[src/rtl/memory_arbiter_pkg.sv]
// rtl/memory_arbiter_pkg.sv - shared constants and request-entry layout for the frame-RAM arbiter
//
// Purpose: default configuration of the arbiter, the packed request-entry
// layout {wr, address, data} pushed into each channel FIFO, and a helper
// that sizes that entry for any address/data width.
// Ports: none (package).
package memory_arbiter_pkg;

  localparam int DEF_ADDRESS_WIDTH  = 25;
  localparam int DEF_DATA_WIDTH     = 8;
  localparam int DEF_PERIPHERALS    = 3;
  localparam int DEF_REQ_FIFO_DEPTH = 8;
  localparam int DEF_WEIGHT_WIDTH   = 4;
  localparam int DEF_RAM_LATENCY    = 2;

  localparam int REQ_FIFO_AW   = $clog2(DEF_REQ_FIFO_DEPTH);
  localparam int PERIPHERAL_AW = $clog2(DEF_PERIPHERALS);

  // Entry layout for the default widths; the top uses entry_width() so that
  // other widths keep the same {wr, address, data} ordering.
  typedef struct packed {
    logic                         wr;
    logic [DEF_ADDRESS_WIDTH-1:0] address;
    logic [DEF_DATA_WIDTH-1:0]    data;
  } req_entry_t;

  function automatic int entry_width(input int aw, input int dw);
    return 1 + aw + dw;
  endfunction

endpackage

[src/rtl/arbiter_req_fifo.sv]
// rtl/arbiter_req_fifo.sv - single-channel synchronous request FIFO
//
// Purpose: holds one peripheral's pending requests. All DEPTH entries are
// usable; a push offered while full is dropped even if a pop happens in the
// same cycle, because full_o comes from the registered count.
// Ports:
//   clk_i, reset_n_i  clock, synchronous active-low reset
//   push_i, data_i    write side (push ignored when full)
//   pop_i, data_o     read side, data_o shows the head entry (pop ignored when empty)
//   full_o, empty_o   status from the registered count
module arbiter_req_fifo #(
  parameter int WIDTH = 34,
  parameter int DEPTH = 8
) (
  input  logic             clk_i,
  input  logic             reset_n_i,
  input  logic             push_i,
  input  logic [WIDTH-1:0] data_i,
  input  logic             pop_i,
  output logic [WIDTH-1:0] data_o,
  output logic             full_o,
  output logic             empty_o
);

  localparam int AW = $clog2(DEPTH);

  logic [WIDTH-1:0] mem_q [DEPTH];
  logic [AW-1:0]    wr_ptr_q, wr_ptr_d;
  logic [AW-1:0]    rd_ptr_q, rd_ptr_d;
  logic [AW:0]      count_q, count_d;
  logic             push_ok, pop_ok;

  assign full_o  = (count_q == (AW+1)'(DEPTH));
  assign empty_o = (count_q == '0);
  assign push_ok = push_i & ~full_o;
  assign pop_ok  = pop_i & ~empty_o;
  assign data_o  = mem_q[rd_ptr_q];

  // DEPTH is a power of two, so pointer overflow is the wrap to 0.
  always_comb begin
    wr_ptr_d = wr_ptr_q;
    rd_ptr_d = rd_ptr_q;
    count_d  = count_q;
    if (push_ok) wr_ptr_d = wr_ptr_q + AW'(1);
    if (pop_ok)  rd_ptr_d = rd_ptr_q + AW'(1);
    case ({push_ok, pop_ok})
      2'b10:   count_d = count_q + (AW+1)'(1);
      2'b01:   count_d = count_q - (AW+1)'(1);
      default: count_d = count_q;
    endcase
  end

  always_ff @(posedge clk_i) begin
    if (!reset_n_i) begin
      wr_ptr_q <= '0;
      rd_ptr_q <= '0;
      count_q  <= '0;
    end else begin
      wr_ptr_q <= wr_ptr_d;
      rd_ptr_q <= rd_ptr_d;
      count_q  <= count_d;
    end
  end

  always_ff @(posedge clk_i) begin
    if (push_ok) mem_q[wr_ptr_q] <= data_i;
  end

endmodule

[src/rtl/memory_arbiter_wrr.sv]
// rtl/memory_arbiter_wrr.sv - weighted round-robin arbiter for the shared LED frame RAM
//
// Purpose: per-channel request FIFOs feed a weighted round-robin scheduler
// that issues at most one request per cycle to a synchronous RAM; read data
// is routed back to the requesting channel RAM_LATENCY+1 cycles after issue.
// Ports:
//   clk, reset_n                  clock, synchronous active-low reset
//   req_valid/req_ready           per-channel push handshake
//   req_wr/req_address/req_data   packed per-channel request fields
//   weight                        packed per-channel burst weight (0 acts as 1)
//   mem_en/mem_wr/mem_address/mem_wdata  registered RAM command
//   mem_rdata                     RAM read data, RAM_LATENCY cycles after issue
//   rsp_data/rsp_valid            read response, rsp_valid one-hot by channel
module memory_arbiter_wrr
  import memory_arbiter_pkg::*;
#(
  parameter int ADDRESS_WIDTH  = DEF_ADDRESS_WIDTH,
  parameter int DATA_WIDTH     = DEF_DATA_WIDTH,
  parameter int PERIPHERALS    = DEF_PERIPHERALS,
  parameter int REQ_FIFO_DEPTH = DEF_REQ_FIFO_DEPTH,
  parameter int WEIGHT_WIDTH   = DEF_WEIGHT_WIDTH,
  parameter int RAM_LATENCY    = DEF_RAM_LATENCY
) (
  input  logic                                clk,
  input  logic                                reset_n,
  input  logic [PERIPHERALS-1:0]              req_valid,
  output logic [PERIPHERALS-1:0]              req_ready,
  input  logic [PERIPHERALS-1:0]              req_wr,
  input  logic [ADDRESS_WIDTH*PERIPHERALS-1:0] req_address,
  input  logic [DATA_WIDTH*PERIPHERALS-1:0]   req_data,
  input  logic [WEIGHT_WIDTH*PERIPHERALS-1:0] weight,
  output logic                                mem_en,
  output logic                                mem_wr,
  output logic [ADDRESS_WIDTH-1:0]            mem_address,
  output logic [DATA_WIDTH-1:0]               mem_wdata,
  input  logic [DATA_WIDTH-1:0]               mem_rdata,
  output logic [DATA_WIDTH-1:0]               rsp_data,
  output logic [PERIPHERALS-1:0]              rsp_valid
);

  localparam int CH_AW   = (PERIPHERALS > 1) ? $clog2(PERIPHERALS) : 1;
  localparam int ENTRY_W = entry_width(ADDRESS_WIDTH, DATA_WIDTH);

  logic [ENTRY_W-1:0]      fifo_din  [PERIPHERALS];
  logic [ENTRY_W-1:0]      fifo_dout [PERIPHERALS];
  logic [WEIGHT_WIDTH-1:0] eff_w     [PERIPHERALS];
  logic [PERIPHERALS-1:0]  fifo_full, fifo_empty, fifo_push, fifo_pop;

  for (genvar k = 0; k < PERIPHERALS; k++) begin : g_ch
    assign fifo_din[k] = {req_wr[k],
                          req_address[k*ADDRESS_WIDTH +: ADDRESS_WIDTH],
                          req_data[k*DATA_WIDTH +: DATA_WIDTH]};
    assign fifo_push[k] = req_valid[k] & ~fifo_full[k];
    assign eff_w[k] = (weight[k*WEIGHT_WIDTH +: WEIGHT_WIDTH] == '0)
                      ? WEIGHT_WIDTH'(1) : weight[k*WEIGHT_WIDTH +: WEIGHT_WIDTH];

    arbiter_req_fifo #(
      .WIDTH (ENTRY_W),
      .DEPTH (REQ_FIFO_DEPTH)
    ) u_fifo (
      .clk_i     (clk),
      .reset_n_i (reset_n),
      .push_i    (fifo_push[k]),
      .data_i    (fifo_din[k]),
      .pop_i     (fifo_pop[k]),
      .data_o    (fifo_dout[k]),
      .full_o    (fifo_full[k]),
      .empty_o   (fifo_empty[k])
    );
  end

  assign req_ready = ~fifo_full;

  // Scheduler state. cur_w_q is the weight latched when the current grant
  // started, so weight changes only bite at the next grant switch. burst_q==0
  // only occurs straight out of reset, where the live weight is used instead.
  logic [CH_AW-1:0]        grant_q, grant_d, sel;
  logic [WEIGHT_WIDTH-1:0] burst_q, burst_d;
  logic [WEIGHT_WIDTH-1:0] cur_w_q, cur_w_d, cur_w;
  logic                    pop_any, found;
  logic [ENTRY_W-1:0]      sel_entry;
  int                      cand_idx;

  always_comb begin
    sel      = grant_q;
    pop_any  = 1'b0;
    found    = 1'b0;
    cand_idx = 0;
    grant_d  = grant_q;
    burst_d  = burst_q;
    cur_w_d  = cur_w_q;
    cur_w    = (burst_q == '0) ? eff_w[grant_q] : cur_w_q;
    if (!fifo_empty[grant_q] && (burst_q < cur_w)) begin
      pop_any = 1'b1;
      burst_d = burst_q + WEIGHT_WIDTH'(1);
      cur_w_d = cur_w;
    end else begin
      // Search starts at grant+1 and ends on grant itself, so a lone busy
      // channel re-wins with a fresh burst.
      for (int i = 1; i <= PERIPHERALS; i++) begin
        cand_idx = (int'(grant_q) + i) % PERIPHERALS;
        if (!found && !fifo_empty[cand_idx]) begin
          found = 1'b1;
          sel   = CH_AW'(cand_idx);
        end
      end
      if (found) begin
        pop_any = 1'b1;
        grant_d = sel;
        burst_d = WEIGHT_WIDTH'(1);
        cur_w_d = eff_w[sel];
      end
    end
    fifo_pop      = '0;
    fifo_pop[sel] = pop_any;
    sel_entry     = fifo_dout[sel];
  end

  // Command register plus read-owner pipeline. rd_sel_q is aligned with
  // mem_en; rd_pipe_q[RAM_LATENCY-1] is aligned with valid mem_rdata, which
  // is registered into rsp_data together with rsp_valid.
  logic                     mem_en_q, mem_wr_q;
  logic [ADDRESS_WIDTH-1:0] mem_address_q;
  logic [DATA_WIDTH-1:0]    mem_wdata_q;
  logic [PERIPHERALS-1:0]   rd_sel_q;
  logic [PERIPHERALS-1:0]   rd_pipe_q [RAM_LATENCY];
  logic [PERIPHERALS-1:0]   rsp_valid_q;
  logic [DATA_WIDTH-1:0]    rsp_data_q;

  always_ff @(posedge clk) begin
    if (!reset_n) begin
      grant_q       <= '0;
      burst_q       <= '0;
      cur_w_q       <= '0;
      mem_en_q      <= 1'b0;
      mem_wr_q      <= 1'b0;
      mem_address_q <= '0;
      mem_wdata_q   <= '0;
      rd_sel_q      <= '0;
      for (int i = 0; i < RAM_LATENCY; i++) rd_pipe_q[i] <= '0;
      rsp_valid_q   <= '0;
      rsp_data_q    <= '0;
    end else begin
      grant_q  <= grant_d;
      burst_q  <= burst_d;
      cur_w_q  <= cur_w_d;
      mem_en_q <= pop_any;
      mem_wr_q <= pop_any & sel_entry[ENTRY_W-1];
      if (pop_any) begin
        mem_address_q <= sel_entry[DATA_WIDTH +: ADDRESS_WIDTH];
        mem_wdata_q   <= sel_entry[DATA_WIDTH-1:0];
      end
      rd_sel_q     <= (pop_any && !sel_entry[ENTRY_W-1]) ? fifo_pop : '0;
      rd_pipe_q[0] <= rd_sel_q;
      for (int i = 1; i < RAM_LATENCY; i++) rd_pipe_q[i] <= rd_pipe_q[i-1];
      rsp_valid_q  <= rd_pipe_q[RAM_LATENCY-1];
      rsp_data_q   <= mem_rdata;
    end
  end

  assign mem_en      = mem_en_q;
  assign mem_wr      = mem_wr_q;
  assign mem_address = mem_address_q;
  assign mem_wdata   = mem_wdata_q;
  assign rsp_valid   = rsp_valid_q;
  assign rsp_data    = rsp_data_q;

endmodule

[config.mk]
export PLATFORM = sky130hd
export DESIGN_NAME = memory_arbiter_wrr
export DESIGN_NICKNAME = d
export VERILOG_FILES = /design/src/rtl/memory_arbiter_pkg.sv /design/src/rtl/arbiter_req_fifo.sv /design/src/rtl/memory_arbiter_wrr.sv
export SDC_FILE = /design/constraint.sdc
export NUM_CORES = 1
export LEC_CHECK = 0
export CAP_MARGIN = 20
export CORE_ASPECT_RATIO = 1.1
export CORE_MARGIN = 1
export CORE_UTILIZATION = 45
export DETAILED_ROUTE_END_ITERATION = 10
export HOLD_SLACK_MARGIN = 0.15
export PLACE_DENSITY = 0.63
export RECOVER_POWER = 25
export SLEW_MARGIN = 40
export SYNTH_ARGS = -nofsm -noshare
export SYNTH_HDL_FRONTEND = slang
export SYNTH_SLANG_ARGS = --single-unit
export TNS_END_PERCENT = 50
[constraint.sdc]
create_clock -name clk -period 6 [get_ports clk]
set_clock_uncertainty 0.05 [all_clocks]
set_input_delay 0.6 -clock clk [delete_from_list [all_inputs] [get_ports clk]]
set_output_delay 0.6 -clock clk [all_outputs]
set_load 0.01 [all_outputs]
==> insert_results.sql <==
INSERT INTO impl_metrics (metric_group, metric, value, unit) VALUES
('timing', 'fmax', '0.186', 'GHz'),
('synth', 'postSynthRegisterBits', '920', ''),
('floorplan', 'std_cell_rows', '108', ''),
('clock_network', 'clk_root_buffer_cell', 'sky130_fd_sc_hd__clkbuf_16', ''),
('route', 'drt-pass1-iter-count', '5', ''),
('cells_and_area', 'layout.core_utilization', '53.5', '%'),
('synth', 'synth_top_flop_cell', 'sky130_fd_sc_hd__edfxtp_1', ''),
('cells_and_area', 'nets', '2216', ''),
('timing', 'rsz0062_at_grt', 'false', ''),
('cells_and_area', 'flow.area_growth_from_synthesis', '17.1', '%'),
('cells_and_area', 'final_cell_mix', '816 x sky130_fd_sc_hd__edfxtp_1, 204 x sky130_fd_sc_hd__mux4_2, 116 x sky130_fd_sc_hd__clkdlybuf4s50_1', ''),
('timing', 'setup-violations-final', '0', ''),
('floorplan', 'start_util', '45.7', '%'),
('synth', 'synth_cells', '1849', ''),
('timing', 'transition_time_at_the_pin_with_the_least_slew_margin', '1440', 'ps'),
('synth', 'synth-warning-count', '0', ''),
('cells_and_area', 'fillCellCount', '6064', ''),
('setup_path', 'critical_path.max_stage_delay', '790', 'ps'),
('clock_network', 'worst_skew_pair.late_latency', '650', 'ps'),
('clock_network', 'cts-htree-levels', '3', ''),
('timing', 'setup_tns', '0', 'ps'),
('setup_path', 'critical_path.cell_chain', 'nor2b_1 > nand2_1 > o211ai_1 > o21ai_0 > ha_1 > o211a_1 > a211oi_1 > nand2_1 > nor3_1 > o21ai_4 > inv_2 > ha_1 > xor2_1 > ha_1 > a21oi_1 > xor2_1 > or3_1 > a21oi_1', ''),
('synth', 'post_synth.cell_area_avg', '19.6', 'sq um'),
('run', 'maxCapViolCount', '0', ''),
('synth', 'synth_enable_flop_cells', '816', ''),
('route', 'totalWireLength', '84.4', 'mm'),
('clock_network', 'clock_tree.buffer_depth', '3', ''),
('timing', 'timing.final.max_slew_violations', '0', ''),
('synth', 'post_synthesis_instance_area', '36200', 'sq um'),
('floorplan', 'floorplan.io_pins', '176', ''),
('route', 'vias', '18600', ''),
('route', 'detail_route.vias_per_cell', '5.84', ''),
('clock_network', 'cts_resized', '0', ''),
('grt', 'grt_pass1_wl', '126', 'mm'),
('grt', 'grt_max_degree', '69', ''),
('floorplan', 'die_w', '273', 'microns'),
('synth', 'post-synth-top-area-cell', 'sky130_fd_sc_hd__edfxtp_1', ''),
('power', 'cellLeakagePower', '13.4', 'nW'),
('setup_path', 'start_kind', 'flop', ''),
('setup_path', 'critPathMostFrequentCell', 'sky130_fd_sc_hd__ha_1', ''),
('synth', 'synth_top_cell_area_share', '67.6', '%'),
('timing', 'final_period_minus_worst_setup_slack', '5370', 'ps'),
('clock_network', 'cts.sinks', '920', ''),
('timing', 'max_slew_margin', '3.87', '%'),
('grt', 'global_route.usage.total', '21.0', '%'),
('grt', 'antenna_found_initial', '22', ''),
('power', 'peakVddDrop', '300', 'uV'),
('cells_and_area', 'final_common_cell', 'sky130_fd_sc_hd__edfxtp_1', ''),
('setup_path', 'critical-path-slowest-cell', 'sky130_fd_sc_hd__dfxtp_1', ''),
('grt', 'first_global_vias', '19100', ''),
('run_status', 'run_status', 'completed', ''),
('placement', 'port_buffers', '175', ''),
('timing', 'number_of_endpoints_with_negative_hold_slack_in_the_final_report', '0', ''),
('floorplan', 'die_area', '81700', 'sq um'),
('route', 'drc_errors', '0', ''),
('route', 'post_drt_wl_per_cell', '26.5', 'microns'),
('synth', 'synth_nets', '1998', ''),
('timing', 'finalCritPeriodShare', '89.6', '%'),
('setup_path', 'path_class', 'reg -> reg', ''),
('setup_path', 'critical_path.max_fanout', '16', ''),
('synth', 'yosysSeqAreaShare', '73.4', '%'),
('placement', 'dp_hpwl', '50.0', 'mm'),
('grt', 'grt_remaining_overflow', '0', ''),
('floorplan', 'fp.coreArea', '79300', 'sq um'),
('setup_path', 'required', '6510', 'ps'),
('power', 'total_power', '18.1', 'mW'),
('floorplan', 'die-height', '300', 'microns'),
('clock_network', 'path_clk_slew', '60', 'ps'),
('synth', 'netlist_top_cells_area', 'sky130_fd_sc_hd__edfxtp_1 68%, sky130_fd_sc_hd__mux4_2 13%, sky130_fd_sc_hd__dfxtp_1 5.7%', ''),
('clock_network', 'cts.repair_timing.setup_buffer_count', '0', ''),
('power', 'power_per_cell_area', '427', 'nW/um^2');
==> cells in the mapped netlist (all sizes together) (3+ instances only) <==
master,number
nand3,21
buf,38
mux4,204
a21oi,33
mux2i,14
o2111ai,4
o32a,3
o21ai,63
nand2b,8
edfxtp,816
nor3b,7
or4,3
a21o,3
a211oi,9
nand3b,6
xor2,14
inv,12
o211ai,47
and3,3
ha,22
nor3,21
nor2b,4
and2,18
or3,6
nand2,75
a31oi,8
o31ai,3
mux2,100
a22oi,33
o32ai,4
clkbuf,62
dfxtp,104
nor2,48
nor4,7
==> per-layer routing <==
metal	GRT usage, %	vias to the layer above	routed length, microns
met5	0	-	106
met4	6.66	16	2550
met3	3.67	161	4980
met2	34.6	632	41700
met1	28.3	9788	35000
li1	-	8029	-
==> critical path: cells and delay by family (launching register included) <==
kind	cells	cell delay (ps)
flops	1	790
fa+ha+maj	3	750
buf+inv	1	90
simple gates	5	1900
xor+xnor	2	220
compound gates	7	1510
==> where the power goes <==
part	switching, mW	total [mW]	internal (mW)
sequential	0.344	7.78	7.44
clock	2.36	5.55	3.19
combinational	2.77	4.76	2.00
==> metrics by stage <==
stage          instance area [sq um]  hold slack [ps]  setup slack (ps)  instances
2_1_floorplan                  36200              362               957       1849
3_3_place_gp                   39400              374               821       3014
3_5_place_dp                   39500              380               638       3018
4_1_cts                        42400              397               756       3182
5_1_grt                        42400              411               172       3182
6_report                       42400              388               626       3187
==> kinds of logic (layout without fill, tap and decap cells) <==
logic type | Yosys count | count (layout) | share of synthesized area [%]
buf+inv | 112 | 400 | 1.34
flops | 920 | 920 | 73.4
simple gates | 235 | 235 | 3.21
other cells | 0 | 5 | 0
mux | 318 | 318 | 16.2
compound gates | 226 | 226 | 4.76
fa+ha+maj | 22 | 22 | 0.760
xor+xnor | 16 | 16 | 0.387
==> path summary, 6_finish.rpt <==
path / depth (start not counted) / slack [ps] / endpoint / start
setup / recovery: 18 / 630 / g_ch[0].u_fifo.count_q[2] / grant_q[0]
hold reg to reg: 1 / 390 / rd_pipe_q[0][1] / rd_sel_q[1]
hold / removal: 1 / 390 / rd_pipe_q[0][1] / rd_sel_q[1]
setup reg to reg: 18 / 630 / g_ch[0].u_fifo.count_q[2] / grant_q[0]
==> area by class of cell <==
| cell class | instances | area (sq um) | area share, % |
|---|---|---|---|
| flip-flops and latches | 920 | 26600 | 62.7 |
| multi-input cells | 817 | 9360 | 22.1 |
| clock buffers | 124 | 2540 | 6.00 |
| repair buffers | 224 | 2170 | 5.11 |
| well taps | 1045 | 1310 | 3.08 |
| clock inverters | 40 | 379 | 0.894 |
| inverters | 12 | 45.0 | 0.106 |
| diodes | 5 | 12.5 | 0.0295 |
==> sequential cells by signal, indices dropped and copies added (netlist names), 6 cells and up, named ones only <==
name / cells
rd_pipe_q: 6
g_ch.u_fifo.mem_q: 816
g_ch.u_fifo.wr_ptr_q: 9
g_ch.u_fifo.count_q: 12
mem_address: 25
rsp_data: 8
g_ch.u_fifo.rd_ptr_q: 9
mem_wdata: 8
Note: power is estimated with default switching activity, not from simulation.
